### src/rtl/ex_mem.sv
// EX/MEM pipeline register: carries the EX result, HI/LO request and memory-op
// descriptor into MEM, plus the madd/msub partial state that loops back to EX.
module ex_mem #(
    parameter int DATA_W = 32,
    parameter int ADDR_W = 5,
    parameter int OP_W   = 8
) (
    input  logic                clk,
    input  logic                rst,
    input  logic [5:0]          stall,
    input  logic                flush,

    input  logic                ex_we,
    input  logic [ADDR_W-1:0]   ex_w_reg_addr,
    input  logic [DATA_W-1:0]   ex_w_data,
    input  logic                ex_whilo,
    input  logic [DATA_W-1:0]   ex_hi,
    input  logic [DATA_W-1:0]   ex_lo,
    input  logic [OP_W-1:0]     ex_aluop,
    input  logic [DATA_W-1:0]   ex_mem_addr,
    input  logic [DATA_W-1:0]   ex_store_data,
    input  logic [2*DATA_W-1:0] hilo_temp_i,
    input  logic [1:0]          cnt_i,

    output logic                mem_we,
    output logic [ADDR_W-1:0]   mem_w_reg_addr,
    output logic [DATA_W-1:0]   mem_w_data,
    output logic                mem_whilo,
    output logic [DATA_W-1:0]   mem_hi,
    output logic [DATA_W-1:0]   mem_lo,
    output logic [OP_W-1:0]     mem_aluop,
    output logic [DATA_W-1:0]   mem_mem_addr,
    output logic [DATA_W-1:0]   mem_store_data,
    output logic [2*DATA_W-1:0] hilo_temp_o,
    output logic [1:0]          cnt_o
);

    logic ex_stall;
    logic mem_stall;

    assign ex_stall  = stall[3];
    assign mem_stall = stall[4];

    // NOTE: sequential state uses non-blocking assignments so every register
    // samples pre-edge values; omitting an assignment in a branch means "hold".
    always_ff @(posedge clk or posedge rst) begin
        if (rst) begin
            mem_we         <= 1'b0;
            mem_w_reg_addr <= '0;
            mem_w_data     <= '0;
            mem_whilo      <= 1'b0;
            mem_hi         <= '0;
            mem_lo         <= '0;
            mem_aluop      <= '0;
            mem_mem_addr   <= '0;
            mem_store_data <= '0;
            hilo_temp_o    <= '0;
            cnt_o          <= '0;
        end else if (flush) begin
            mem_we         <= 1'b0;
            mem_w_reg_addr <= '0;
            mem_w_data     <= '0;
            mem_whilo      <= 1'b0;
            mem_hi         <= '0;
            mem_lo         <= '0;
            mem_aluop      <= '0;
            mem_mem_addr   <= '0;
            mem_store_data <= '0;
            hilo_temp_o    <= '0;
            cnt_o          <= '0;
        end else if (ex_stall && !mem_stall) begin
            // EX stalls while MEM moves on: insert a bubble, keep the madd/msub state.
            mem_we         <= 1'b0;
            mem_w_reg_addr <= '0;
            mem_w_data     <= '0;
            mem_whilo      <= 1'b0;
            mem_hi         <= '0;
            mem_lo         <= '0;
            mem_aluop      <= '0;
            mem_mem_addr   <= '0;
            mem_store_data <= '0;
            hilo_temp_o    <= hilo_temp_i;
            cnt_o          <= cnt_i;
        end else if (!ex_stall) begin
            // The illegal vector (EX running, MEM stalled) lands here as a plain advance.
            mem_we         <= ex_we;
            mem_w_reg_addr <= ex_w_reg_addr;
            mem_w_data     <= ex_w_data;
            mem_whilo      <= ex_whilo;
            mem_hi         <= ex_hi;
            mem_lo         <= ex_lo;
            mem_aluop      <= ex_aluop;
            mem_mem_addr   <= ex_mem_addr;
            mem_store_data <= ex_store_data;
            hilo_temp_o    <= '0;
            cnt_o          <= '0;
        end
    end

endmodule

### config.mk
export PLATFORM = sky130hd
export DESIGN_NAME = ex_mem
export DESIGN_NICKNAME = d
export VERILOG_FILES = /design/src/rtl/ex_mem.sv
export SDC_FILE = /design/constraint.sdc
export NUM_CORES = 1
export LEC_CHECK = 0
export ABC_AREA = 1
export ABC_CLOCK_PERIOD_IN_PS = 11400
export CORE_AREA = 5 5 189 191
export DETAILED_ROUTE_END_ITERATION = 10
export DIE_AREA = 0 0 194 196
export PLACE_DENSITY = 0.6
export SLEW_MARGIN = 20
export SYNTH_ARGS = -nofsm -noshare
export SYNTH_HDL_FRONTEND = slang
export SYNTH_SLANG_ARGS = --single-unit
### constraint.sdc
create_clock -name clk -period 11.4 [get_ports clk]
set_input_delay 2.85 -clock clk [delete_from_list [all_inputs] [get_ports clk]]
set_output_delay 2.85 -clock clk [all_outputs]
set_load 0.03 [all_outputs]
==> flow_summary.ini <==
[synthesis]
synthTopCellsByArea = dfrtp_1, nand4_1, nand2_1, buf_2, buf_4
ys_seq_area_share_pct = 59.2
yosysMostFrequentCell = nand2_1
synthTopCellsByCount = nand2_1, nand4_1, dfrtp_1, buf_2, buf_4
synth.top_cell.area_share_pct = 59.2
syn-num-nets = 1339
synthCells = 1089
synth.ff_latch_count = 241
synth_edf_count = 0
ys_warn_count = 0
synth_flop_cell = dfrtp_1
synth.avg_cell_area_um2 = 9.36
yosysUniqueCellTypes = 13
syn_area_um2 = 10200
synthArstFlopShare_pct = 100
synth_area_leader_cell = dfrtp_1

[clock_tree]
root_buffer = clkbuf_16
clock_path_buffers = 3
ctsHoldBuffers = 0
path_clk_slew_ns = 0.06
cts_resized = 0
clk_latency_ns = 0.54
clock-sinks = 241
cts_tree = yes
htreeDepth = 1
cts_made_buffers = 28
post_cts.repair.setup_buffers = 0

[outcome]
status = complete, no violations

[grt]
grt_usage_pct = 18.8
grt-ovfl-total = 0
grt_pass1_vias = 9835
grt_max_degree = 129
grt_pass1_wl_um = 58800
antenna_found_initial = 0

[timing]
whs_ns = 0.513
period_share_pct = 42.8
setup-violations-final = 0
setup_tns_ns = 0
max_freq_mhz = 205
drv_slew = 0
rsz0062_at_grt = false
skew_ns = 0
fin_crit_ns = 4.88
finalHoldViolations = 0
slew_headroom_pct = 24.8
worst_pin_slew_ns = 1.13

[die]
coreArea_um2 = 33900
die_w_um = 194
num_io_pins = 491
row_count = 68
dieArea_um2 = 38000
chipHeight_um = 196
initial_utilization_pct = 30.0

[power_and_ir_drop]
comb_power_share_pct = 16.0
p_sw_uw = 596
swShare_pct = 26.1
pwr-share-clk_pct = 44.0
power.density_nw_per_um2 = 142
leakage_uw = 0.00760
vdd_ir_drop_max_uv = 124
pwr-share-seq_pct = 40.0
intPower_uw = 1680

[place]
dp.cells = 1921
portBuffers = 486
dp_hpwl_um = 24400
place.gp.congestion = 0.834

[routing]
drtAntennaViolNets = 0
wire_per_inst_um = 19.3
num_vias = 9877
firstDrtPassIters = 6
drcViolationCount = 0
drt-total-wl_um = 38100
via_per_inst = 5.01
drt_first_iter_violations = 590

[layout]
final_cells = 1972
drive_gt1_share_pct = 4.15
utilization_pct = 47.4
area_delta_synth_final_pct = 58.0
antenna_cells = 0
nets = 1746

[hold_path]
worstHoldPathType = reg -> reg

[worst_setup_path]
crit_path_end_kind = flop
startpoint_type = input port
cp_max_fo = 119
slowest_delay_ns = 0.89
cp_cell_sequence = clkdlybuf4s50_1 > inv_8 > buf_4 > nand4_1 > nand2_1
worstPathRequired_ns = 11.86
slowest_stage = buf_4
path_class = in -> reg
arrival_ns = 5.34

[flow_run]
drv_cap = 0
==> power groups by stage <==
stage / clock (uW) / sequential (uW) / combinational [uW]
after detailed placement: 0 / 927 / 367
after global placement: 0 / 925 / 367
final: 1000 / 913 / 364
after global routing: 1070 / 917 / 389
after CTS: 1030 / 912 / 368
after floorplan: 0 / 1000 / 102
==> final timing paths <==
kind                                              from                           to  slack, ns  cells past startpoint
max                                              flush  hilo_temp_o[58]$_DFFE_PP0P_       6.52                      5
min                              mem_lo[6]$_DFFE_PP0P_        mem_lo[6]$_DFFE_PP0P_       0.51                      2
max reg2reg                mem_mem_addr[6]$_DFFE_PP0P_  mem_mem_addr[6]$_DFFE_PP0P_      10.71                      2
min reg2reg                      mem_lo[6]$_DFFE_PP0P_        mem_lo[6]$_DFFE_PP0P_       0.51                      2
max in group asynchronous                          rst  hilo_temp_o[20]$_DFFE_PP0P_       6.98                      3
min in group asynchronous                          rst       mem_lo[18]$_DFFE_PP0P_       2.91                      2
==> logic make-up (layout without fill, tap and decap cells) <==
group	Yosys count	after routing	share of synthesized area, %
DFF	241	241	59.2
buffers and inverters	123	551	6.59
AOI/OAI and AO/OA	2	2	0.0982
and+or+nand+nor	723	723	34.1
==> through the flow <==
step	instance area [um^2]	power [uW]	worst slack, ns
2_1_floorplan	10200	1100	1.93
3_3_place_gp	15100	1290	6.04
3_5_place_dp	15100	1290	6.00
4_1_cts	16100	2310	6.57
5_1_grt	16100	2370	6.37
6_report	16100	2280	6.52
==> cell type report <==
type / count / area, um^2
timing repair buffer: 497 / 4960
fill: 3236 / 17800
sequential: 241 / 6030
clock inverter: 11 / 209
clock buffer: 40 / 827
tap: 455 / 569
inverter: 3 / 26.3
multi-input combinational: 725 / 3490
==> cell usage in the layout (no fill, tap or decap), types with 4 or more instances in the layout <==
| cell type | Yosys | routed |
|---|---|---|
| clkbuf_8 | 0 | 7 |
| bufinv_16 | 0 | 6 |
| nand2_1 | 419 | 419 |
| clkbuf_1 | 11 | 5 |
| nand4_1 | 303 | 303 |
| clkinv_2 | 0 | 4 |
| clkdlybuf4s50_1 | 0 | 484 |
| clkbuf_16 | 0 | 29 |
| dfrtp_1 | 241 | 241 |
| buf_4 | 15 | 10 |
==> flip-flops by register name, indices dropped and copies added, names as in the netlist <==
signal	flops
hilo_temp_o	64
mem_hi	32
mem_lo	32
mem_mem_addr	32
mem_store_data	32
mem_w_data	32
mem_aluop	8
mem_w_reg_addr	5
cnt_o	2
mem_we	1
mem_whilo	1
==> critical path, delay by kind of cell <==
kind / cells / cell delay, ns
AND/OR/NAND/NOR: 2 / 0.34
buffers and inverters: 3 / 1.90
==> layer usage <==
metal	up-vias	track usage, %	part of all wire [%]
met5	-	0	0
met4	0	6.33	3.5
met3	69	7.32	10
met2	434	30.0	47
met1	4747	23.6	40
li1	4627	-	-
(Power assumes the default switching activity.)
